File: config.mk
export PLATFORM = sky130hd
export DESIGN_NAME = ad7988_controller_flat
export DESIGN_NICKNAME = d
export VERILOG_FILES = /design/src/rtl/ad7988_controller_if.sv /design/src/rtl/ad7988_controller.sv /design/src/flat_wrapper.sv
export SDC_FILE = /design/constraint.sdc
export NUM_CORES = 1
export LEC_CHECK = 0
export CORE_MARGIN = 3
export CORE_UTILIZATION = 35
export DETAILED_ROUTE_END_ITERATION = 7
export PLACE_DENSITY = 0.63
export SLEW_MARGIN = 20
export SYNTH_ARGS = -nofsm -noshare
export SYNTH_HDL_FRONTEND = slang
export SYNTH_SLANG_ARGS = --single-unit
File: constraint.sdc
create_clock -name clk -period 3 [get_ports clk]
set_clock_uncertainty 0.1 [all_clocks]
set_input_delay 0.3 -clock clk [delete_from_list [all_inputs] [get_ports clk]]
set_output_delay 0.3 -clock clk [all_outputs]
set_load 0.05 [all_outputs]
File: src/rtl/ad7988_controller_if.sv
// Pin-side and sample-side signals of the AD7988-1 read controller.
interface ad7988_controller_if;
   logic        en;
   logic        sdi;
   logic        cnv;
   logic        sck;
   logic        sdo;
   logic [15:0] data;
   logic        data_valid;

   modport master (input en, sdo, output sdi, cnv, sck, data, data_valid);
   modport slave  (output en, sdo, input sdi, cnv, sck, data, data_valid);
endinterface

File: src/rtl/ad7988_controller.sv
// AD7988-1 3-wire CS-mode reader: CNV/SCK generation, 16-bit capture, parallel sample out.
// Define AD7988_CONT_EN for free-running conversions while en is high; default is one per en rising edge.
//
// state   | meaning
// IDLE    | waiting for start condition
// CONV    | cnv high, ADC converting
// WAIT_EN | cnv low, SDO settling before first SCK
// SHIFT   | 16 SCK periods, sdo captured on each rising edge
// DONE    | sample published, data_valid high
// QUIET   | idle gap before next conversion
module ad7988_controller #(
   parameter int unsigned CONV_CYCLES  = 240,
   parameter int unsigned EN_CYCLES    = 1,
   parameter int unsigned SCK_HALF     = 1,
   parameter int unsigned QUIET_CYCLES = 2
) (
   input  logic                clk,
   input  logic                rst_n,
   ad7988_controller_if.master bus
);

   typedef enum logic [2:0] {
      S_IDLE, S_CONV, S_WAIT_EN, S_SHIFT, S_DONE, S_QUIET
   } state_t;

   localparam logic [15:0] CONV_LOAD  = 16'(CONV_CYCLES - 1);
   localparam logic [15:0] EN_LOAD    = 16'(EN_CYCLES - 1);
   localparam logic [15:0] QUIET_LOAD = 16'(QUIET_CYCLES - 1);
   localparam logic [7:0]  HALF_LOAD  = 8'(SCK_HALF - 1);

   state_t      state, state_nx;
   logic [15:0] tmr, tmr_nx;
   logic [7:0]  half_cnt, half_nx;
   logic [4:0]  phase, phase_nx;
   logic [15:0] shift_q, shift_nx;
   logic        en_q;
   logic        start;
   logic        sck_nx;

`ifdef AD7988_CONT_EN
   assign start = bus.en;
`else
   assign start = bus.en & ~en_q;
`endif

   assign bus.sdi = 1'b1;

   always_comb begin
      state_nx = state;
      tmr_nx   = tmr;
      half_nx  = half_cnt;
      phase_nx = phase;
      shift_nx = shift_q;
      case (state)
         S_IDLE:
            if (start) begin
               state_nx = S_CONV;
               tmr_nx   = CONV_LOAD;
               shift_nx = '0;
            end
         S_CONV:
            if (tmr == '0) begin
               state_nx = S_WAIT_EN;
               tmr_nx   = EN_LOAD;
            end else begin
               tmr_nx = tmr - 16'd1;
            end
         S_WAIT_EN:
            if (tmr == '0) begin
               state_nx = S_SHIFT;
               half_nx  = HALF_LOAD;
               phase_nx = 5'd31;
            end else begin
               tmr_nx = tmr - 16'd1;
            end
         // phase counts half-periods down from 31; odd = sck low, even = sck high
         S_SHIFT:
            if (half_cnt == '0) begin
               if (phase == '0) begin
                  state_nx = S_DONE;
               end else begin
                  phase_nx = phase - 5'd1;
                  half_nx  = HALF_LOAD;
                  if (phase[0])
                     shift_nx = {shift_q[14:0], bus.sdo};
               end
            end else begin
               half_nx = half_cnt - 8'd1;
            end
         S_DONE: begin
            state_nx = S_QUIET;
            tmr_nx   = QUIET_LOAD;
         end
         S_QUIET:
            if (tmr == '0)
               state_nx = S_IDLE;
            else
               tmr_nx = tmr - 16'd1;
         default: state_nx = S_IDLE;
      endcase
      sck_nx = (state_nx == S_SHIFT) && !phase_nx[0];
   end

   // Pin outputs are registered from the next state so they never glitch on state decode.
   always_ff @(posedge clk or negedge rst_n) begin
      if (!rst_n) begin
         state          <= S_IDLE;
         tmr            <= '0;
         half_cnt       <= '0;
         phase          <= '0;
         shift_q        <= '0;
         en_q           <= 1'b0;
         bus.cnv        <= 1'b0;
         bus.sck        <= 1'b0;
         bus.data       <= '0;
         bus.data_valid <= 1'b0;
      end else begin
         state          <= state_nx;
         tmr            <= tmr_nx;
         half_cnt       <= half_nx;
         phase          <= phase_nx;
         shift_q        <= shift_nx;
         en_q           <= bus.en;
         bus.cnv        <= (state_nx == S_CONV);
         bus.sck        <= sck_nx;
         bus.data_valid <= (state_nx == S_DONE);
         if (state_nx == S_DONE)
            bus.data <= shift_nx;
      end
   end

endmodule

File: src/flat_wrapper.sv
// flat-port wrapper written by rule: the top's interface ports become plain ports
module ad7988_controller_flat 
#(
   parameter int unsigned CONV_CYCLES  = 240,
   parameter int unsigned EN_CYCLES    = 1,
   parameter int unsigned SCK_HALF     = 1,
   parameter int unsigned QUIET_CYCLES = 2
)
  (clk, rst_n, bus_en, bus_sdo, bus_sdi, bus_cnv, bus_sck, bus_data, bus_data_valid);
  ad7988_controller_if bus_i ();
  input  logic clk;
  input  logic rst_n;
  input wire logic [$bits(bus_i.en)-1:0] bus_en;
  input wire logic [$bits(bus_i.sdo)-1:0] bus_sdo;
  output wire logic [$bits(bus_i.sdi)-1:0] bus_sdi;
  output wire logic [$bits(bus_i.cnv)-1:0] bus_cnv;
  output wire logic [$bits(bus_i.sck)-1:0] bus_sck;
  output wire logic [$bits(bus_i.data)-1:0] bus_data;
  output wire logic [$bits(bus_i.data_valid)-1:0] bus_data_valid;
  assign bus_i.en = bus_en;
  assign bus_i.sdo = bus_sdo;
  assign bus_sdi = bus_i.sdi;
  assign bus_cnv = bus_i.cnv;
  assign bus_sck = bus_i.sck;
  assign bus_data = bus_i.data;
  assign bus_data_valid = bus_i.data_valid;
  ad7988_controller #(.CONV_CYCLES(CONV_CYCLES), .EN_CYCLES(EN_CYCLES), .SCK_HALF(SCK_HALF), .QUIET_CYCLES(QUIET_CYCLES)) u_core (.clk(clk), .rst_n(rst_n), .bus(bus_i));
endmodule
Yosys cells after proc, flatten, opt, wreduce, memory -nomap -nowiden
Cells that the tools add are included.

word-level totals
  word-level logic and storage cells = 66
  output and inout port bits = 20
  register bits = 68

operators by class
  muxes and demuxes = 24
  $add $sub $neg = 3
  equal/unequal tests = 14
  bitwise gates (word level) = 2
  reductions and logical operators = 12

operators by type and width
  operator                                                                  count
  16-bit 2-to-1 mux                                                         7
  16-bit one-hot mux with 4 select lines                                    1
  16-bit one-hot mux with 2 select lines                                    1
  8-bit 2-to-1 mux                                                          3
  3-bit 2-to-1 mux                                                          6
  3-bit one-hot mux with 6 select lines                                     1
  16-bit zero test                                                          1
  8-bit one-hot mux with 2 select lines                                     1
  16-bit by 1-bit subtractor with 16-bit output (second input constant)     1
  5-bit 2-to-1 mux                                                          3
  5-bit one-hot mux with 2 select lines                                     1
  3-bit by 2-bit equality test with 1-bit output (second input constant)    3
  3-bit equality test (second input constant)                               3
  8-bit zero test                                                           1
  8-bit by 1-bit subtractor with 8-bit output (second input constant)       1
  3-bit by 1-bit equality test with 1-bit output (second input constant)    2
  2-bit by 1-bit inequality test with 1-bit output (second input constant)  3
  3-bit AND reduction                                                       2
  5-bit zero test                                                           1
  5-bit by 1-bit subtractor with 5-bit output (second input constant)       1
  2-bit inequality test (second input constant)                             2
  4-bit AND reduction                                                       1
  4-bit nonzero test                                                        1
  3-bit zero test                                                           1
  7 further kinds                                                           7

Depth between registers and ports, before layout
Gate-level depths: netlist of the first run.

  word-level depth = 6
  mapped depth = 9
  gate-level depth less buffers = 7

Worst setup path before layout of the first run
No wires, ideal clock.

  path kind = register to register
  start point = reg u_core.tmr[0]
  end point = reg u_core.tmr[2]
  data arrival time = 2.189 ns
  slack = 0.560 ns
  clock period less this slack = 2.440 ns
  path buffers = 0
  cell stages (with the launch flop) = 8
  data required time = 2.749 ns
  cells stage by stage = dfrtp_1 -> inv_1 -> ha_1 -> or4b_4 -> or4_4 -> a2bb2oi_1 -> a211oi_1 -> a31oi_1

between the ends
  longest elaborated chain between the ends = 3
  elaborated cells between the ends (all ways) = 7

RTL lines
  item                                                                                      RTL line                                          RTL
  start: declaration                                                                        ad7988_controller.sv:32                           logic [15:0] tmr, tmr_nx;
  start signal: assignment                                                                  ad7988_controller.sv:119                          tmr <= tmr_nx;
  16-bit by 1-bit subtractor with 16-bit output / 16-bit zero test (equally long branches)  n/a
  16-bit 2-to-1 mux (tied with other cells)                                                 ad7988_controller.sv:69, ad7988_controller.sv:95
  16-bit one-hot mux with 4 select lines / 3-bit AND reduction (equally long branches)      n/a

Parallel ways exist; a longest one is shown, timed or not. The select of a mux whose other input is x is not followed.
A chain may end at the register's enable or synchronous reset.

Final worst setup path of the first run
  start point = reg u_core.tmr[0]
  end point = reg u_core.tmr[15]

The elaborated chain is that of the path after synthesis.

==> flow_summary.ini, run 1 <==
[clock_tree]
tritoncts = yes
clock_path_buffers = 2
cts_setup_buffers = 0
root_buffer = clkbuf_8
clk_pin_slew_ns = 0.08
clk_latency_ns = 0.35
cts_inserted_buffers = 9
cts-resized-gates = 0
htreeDepth = 3
cts.sink_count = 68

[final_layout]
nets = 372
final_area_mm2 = 0.00399
areaGrowthSynthToFinish_pct = 18.1
diodes = 0
fillers = 913
final_cells = 497
post-route-util_pct = 42.7
drive_gt1_share_pct = 15.5

[timing]
finalWorstPathRequiredPeriod_ns = 2.69
setup_viol_count_final = 0
hold_viol = 0
max_freq_ghz = 0.372
fin_setup_tns_ns = 0
worst_pin_slew_ns = 0.900
min_period_over_period_pct = 89.6
rsz0062_at_grt = false
final_max_slew_viol_count = 0
slew_headroom_pct = 39.5

[synthesis]
synth_top_family_by_area = simple AND/OR/NAND/NOR gates
ys_warn_count = 0
synth_area_mm2 = 0.00338
synth_edf_count = 0
synthTopCellsByArea = dfrtp_1, nand2_1, mux2_2, nand3_1, nor2_1
synthFlopType = dfrtp_1
ys_seq_elements = 68
synth_xor_area_share_pct = 2.08
yosys.area_share.adder_pct = 1.85
synth-simple-area-share_pct = 24.0
synth_compound_area_share_pct = 11.9
muxShareOfSynthArea_pct = 5.93
synth.top_cell.area_share_pct = 50.4
yosysTopAreaCell = dfrtp_1
syn_area_per_cell_um2 = 10.1
ys_seq_area_share_pct = 50.4
async_reset_ff_share_pct = 100
synth.distinct_cells = 59
syn_nets = 342
syn_inst = 333

[critical_path]
critPathKind = reg -> reg
r2r_slack_ns = 0.31
startpoint_type = register
reg2reg_depth = 7
crit_required_ns = 3.12
path_delay_family = simple AND/OR/NAND/NOR gates
worstPathArrival_ns = 2.81
end_kind = register
cp.depth = 7
cp_cell_sequence = inv_1 -> ha_1 -> or4b_4 -> or4_4 -> o2bb2ai_4 -> or4_1 -> a21oi_1
rr_endpoint = u_core.tmr[15]$_DFFE_PN0P_
path_buf_inv = 1
crit_path_max_fanout = 17
cp_slowest_stage_delay_ns = 0.59
r2r_start = u_core.tmr[0]$_DFFE_PN0P_
slowest_stage = or4_4

[route]
drt-wirelength-per-cell_um = 14.3
wl_um = 7120
dr_total_vias = 2622
drc = 0
drt_iter0_drc = 145
ant_nets = 0
via_per_inst = 5.28
drt_pass1_iterations = 4

[global_routing]
grt_pass1_vias = 2541
overflow = 0
antenna_found_initial = 0
grt.busiest_layer = met2
grt_pass1_wl_um = 12300
track_usage_pct = 13.9
met2_usage_pct = 21.4
use_met3_pct = 4.90
use_met1_pct = 18.5
grt_start_max_net_pins = 27

[place]
gp_congestion = 0.849
io_buffer_count = 22
dpl-instance-area_mm2 = 0.00374
dp_hpwl_um = 4840
dp_cells = 480

[hold_path]
hp-class = in -> reg
holdCritStartpoint = bus_en
hold_depth = 1
min_to = u_core.en_q$_DFF_PN0_

[die]
die-area_mm2 = 0.0109
die_height_um = 104
row_count = 35
fp.coreArea_mm2 = 0.00933
io_pins = 24
die_w_um = 104
initial_core_util_pct = 36.2

[power]
p_per_area_mw_per_mm2 = 893
ir_drop_v = 0.000442
p_leak_nw = 1.79
power.total_w = 0.00356

[run_status]
outcome = finished, final reports clean

[run]
drv_cap = 0
-- power by group --
| group | internal [W] | switching [W] | total (W) | leakage, nW |
|---|---|---|---|---|
| sequential | 0.00119 | 0.000259 | 0.00145 | 0.850 |
| combinational | 0.000483 | 0.000744 | 0.00123 | 0.823 |
| clock | 0.000498 | 0.000383 | 0.000881 | 0.117 |
-- per-layer routing --
metal | part of all wire, % | vias to the layer above | wire length (um)
li1 | - | 1253 | -
met1 | 47 | 1288 | 3380
met2 | 45 | 72 | 3240
met3 | 5.8 | 9 | 414
met4 | 1.2 | 0 | 85
met5 | 0 | - | 0
-- kinds of logic after synthesis --
group | count (synthesis)
buffers and inverters | 25
DFF | 68
AOI/OAI and AO/OA | 57
muxes | 18
adders and majority gates | 5
other | 1
and+or+nand+nor | 151
xor gates and xnor gates | 8
-- synth_stat cells, drive strengths merged (3+ instances only) --
cell,count
a21oi,14
buf,9
clkbuf,5
dfrtp,68
ha,5
inv,11
mux2,16
nand2,55
nand2b,4
nand3,21
nand3b,3
nor2,19
nor3,12
nor4,6
o21ai,12
o31ai,6
o41ai,3
or3,8
or4,9
xnor2,6
-- cell usage in the layout, fill, tap and decap left out, drive strengths merged, types with 4 or more instances in the layout --
cell type / netlist / final
a21oi: 14 / 14
buf: 9 / 11
clkbuf: 5 / 10
clkdlybuf4s50: 0 / 21
dfrtp: 68 / 68
ha: 5 / 5
inv: 11 / 12
mux2: 16 / 16
nand2: 55 / 55
nand2b: 4 / 4
nand3: 21 / 21
nor2: 19 / 19
nor3: 12 / 12
nor4: 6 / 6
o21ai: 12 / 12
o31ai: 6 / 6
or3: 8 / 8
or4: 9 / 9
xnor2: 6 / 6
-- sequential cells by signal (all words and copies together), names as in the netlist --
signal,count
u_core.phase,5
u_core.bus.cnv,1
u_core.state,3
u_core.bus.data,16
u_core.bus.data_valid,1
u_core.bus.sck,1
u_core.half_cnt,8
u_core.shift_q,16
u_core.tmr,16
u_core.en_q,1
-- stage by stage --
step	worst slack [ns]	hold slack [ns]
floorplan	0.560	-0.0956
global placement	0.469	0.229
detailed placement	0.370	0.237
CTS	0.346	0.327
global route	0.192	0.329
finish	0.312	0.341
-- worst max-delay path by stage --
stage                                    startpoint                         end
after floorplan           u_core.tmr[0]$_DFFE_PN0P_   u_core.tmr[2]$_DFFE_PN0P_
after global placement    u_core.tmr[0]$_DFFE_PN0P_   u_core.tmr[2]$_DFFE_PN0P_
after detailed placement  u_core.tmr[0]$_DFFE_PN0P_  u_core.tmr[15]$_DFFE_PN0P_
after CTS                 u_core.tmr[0]$_DFFE_PN0P_  u_core.tmr[15]$_DFFE_PN0P_
after global routing      u_core.tmr[0]$_DFFE_PN0P_   u_core.tmr[9]$_DFFE_PN0P_
final                     u_core.tmr[0]$_DFFE_PN0P_  u_core.tmr[15]$_DFFE_PN0P_
-- cell type report --
cell class | instances | area (um2) | area share (%)
Multi-Input combinational cell | 240 | 1550 | 38.9
Sequential cell | 68 | 1700 | 42.7
Clock inverter | 6 | 95.1 | 2.39
Timing Repair Buffer | 33 | 300 | 7.53
Tap cell | 129 | 161 | 4.05
Clock buffer | 10 | 138 | 3.45
Inverter | 11 | 41.3 | 1.04
-- timing repair --
item / 4_1_cts / 5_1_grt
hold buffers: 1 / 0
endpoints found under the setup margin: 0 / 0
endpoints found under the hold margin: 24 / 0
(Power assumes the default switching activity.)
==> inputs of run 2 (changes only) <==
--- a/config.mk
+++ b/config.mk
@@ -5,6 +5,7 @@
 export SDC_FILE = /design/constraint.sdc
 export NUM_CORES = 1
 export LEC_CHECK = 0
+export ABC_CLOCK_PERIOD_IN_PS = 3000
 export CORE_MARGIN = 3
 export CORE_UTILIZATION = 35
 export DETAILED_ROUTE_END_ITERATION = 7
==> results of run 2 <==
No change in the layout: final DEF, timing and power equal those of run 1.
==> inputs of run 3 (changes only) <==
--- a/config.mk
+++ b/config.mk
@@ -6,6 +6,7 @@
 export NUM_CORES = 1
 export LEC_CHECK = 0
 export ABC_CLOCK_PERIOD_IN_PS = 3000
+export CORE_ASPECT_RATIO = 0.9
 export CORE_MARGIN = 3
 export CORE_UTILIZATION = 35
 export DETAILED_ROUTE_END_ITERATION = 7
==> flow_summary.ini, run 3 (same netlist as run 1, synthesis figures left out) <==
[final_layout]
mostFrequentLayoutCell = dfrtp_1
areaGrowthSynthToFinish_pct = 17.0
diodes = 0
final_area_mm2 = 0.00395
post-route-util_pct = 42.7
nets = 372
top_regs = u_core.bus.data x16, u_core.shift_q x16, u_core.tmr x16
final_cell_mix = dfrtp_1, nand2_1, nand3_1, clkdlybuf4s50_1, nor2_1
drive_gt1_share_pct = 15.5

[route]
drt_pass1_iterations = 4
drt_iter0_drc = 109
drc = 0
dr_total_vias = 2580
via_per_inst = 5.27
drt-wirelength-per-cell_um = 14.8
ant_nets = 0
wl_um = 7240

[clock_tree]
tritoncts = yes
cts_inserted_buffers = 9
clk_latency_ns = 0.36
htreeDepth = 3
cts_setup_buffers = 0
cts.sink_count = 68
clk_pin_slew_ns = 0.08
clock_path_buffers = 2
root_buffer = clkbuf_8

[critical_path]
critPathKind = reg -> reg
startpoint_type = register
rr_endpoint = u_core.tmr[2]$_DFFE_PN0P_
cp.depth = 7
reg2reg_depth = 7
crit_required_ns = 3.10
slowest_stage = or4_4
path_buf_inv = 1
endpoint = u_core.tmr[2]$_DFFE_PN0P_
end_kind = register
cp_slowest_stage_delay_ns = 0.59
r2r_start = u_core.tmr[0]$_DFFE_PN0P_
crit_path_max_fanout = 8
worstPathArrival_ns = 2.77
r2r_slack_ns = 0.33
cp_cell_sequence = inv_1 -> ha_1 -> or4b_4 -> or4_4 -> a2bb2oi_1 -> a211oi_1 -> a31oi_1
startpoint = u_core.tmr[0]$_DFFE_PN0P_
path_delay_family = simple AND/OR/NAND/NOR gates

[global_routing]
grt_start_max_net_pins = 27
grt.busiest_layer = met2
track_usage_pct = 14.9
grt_pass1_wl_um = 12900
antenna_found_initial = 0
grt_pass1_vias = 2645
overflow = 0
use_met1_pct = 20.7
use_met3_pct = 4.80
met2_usage_pct = 22.8

[die]
row_count = 33
die-area_mm2 = 0.0109
io_pins = 24
initial_core_util_pct = 36.5
die_w_um = 110
die_height_um = 99.2
fp.coreArea_mm2 = 0.00925

[place]
io_buffer_count = 22
dpl-instance-area_mm2 = 0.00373
gp_congestion = 0.807
dp_hpwl_um = 4980

[timing]
finalWorstPathRequiredPeriod_ns = 2.67
hold_viol = 0
final_max_slew_viol_count = 0
max_freq_ghz = 0.374
fin_setup_tns_ns = 0
min_period_over_period_pct = 89.1
fin_hold_ws_ns = 0.329
setup_viol_count_final = 0
slew_headroom_pct = 44.7
worst_pin_slew_ns = 0.822
rsz0062_at_grt = false

[power]
ir_drop_v = 0.000404
p_per_area_mw_per_mm2 = 878
p_leak_nw = 1.77

[hold_path]
hp-class = in -> reg

[run]
drv_cap = 0

[run_status]
outcome = finished, final reports clean
run 3: cell types whose count changed in the layout (fill, tap and decap cells not counted):
| cell | previous run | this run |
|---|---|---|
| inv_8 | 0 | 1 |
| bufinv_16 | 2 | 1 |
| clkinvlp_4 | 0 | 2 |
| clkbuf_8 | 10 | 9 |
| clkinv_4 | 3 | 0 |
| inv_6 | 1 | 3 |
run 3: worst min-delay path by stage:
stage,from,endpoint,depth (start not counted)
detailed placement,rst_n,u_core.tmr[6]$_DFFE_PN0P_,1
CTS,bus_en,u_core.en_q$_DFF_PN0_,1
floorplan,rst_n,u_core.bus.cnv$_DFF_PN0_,0
global placement,rst_n,u_core.tmr[8]$_DFFE_PN0P_,1
global route,bus_en,u_core.en_q$_DFF_PN0_,1
finish,bus_en,u_core.en_q$_DFF_PN0_,1
run 3: where the power goes:
part / switching, W / internal [W]
Sequential: 0.000253 / 0.00119
Clock: 0.000405 / 0.000398
Combinational: 0.000742 / 0.000480
run 3: cell type report:
type,count,area [um2]
fill,920,5300
sequential,68,1700
clock inverter,7,82.6
tap,122,153
clock buffer,9,124
inverter,11,41.3
timing repair buffer,33,300
multi-input combinational,240,1550
run 3: what timing repair did:
item	CTS	global route
resized for setup	0	0
hold buffers	1	0
hold endpoints to repair	24	0
run 3: per-stage QoR:
step	power (W)	instances	worst slack (ns)
after floorplan	0.00230	333	0.560
after global placement	0.00266	473	0.454
after detailed placement	0.00269	473	0.379
after CTS	0.00351	490	0.359
after global routing	0.00369	490	0.189
final	0.00347	490	0.327
run 3: worst register-to-register path, delay by kind of cell, from the launching register on:
kind | cells | cell delay (ns)
AO/OA/AOI/OAI | 3 | 0.62
adder cells (fa/ha/maj) | 1 | 0.16
buffers and inverters | 1 | 0.12
flip-flops | 1 | 0.44
AND/OR/NAND/NOR | 2 | 1.07
run 3: routing by layer:
metal / wire [um] / up-vias
met5: 0 / -
met3: 239 / 7
met1: 3470 / 1294
li1: - / 1252
met4: 82 / 0
met2: 3450 / 27
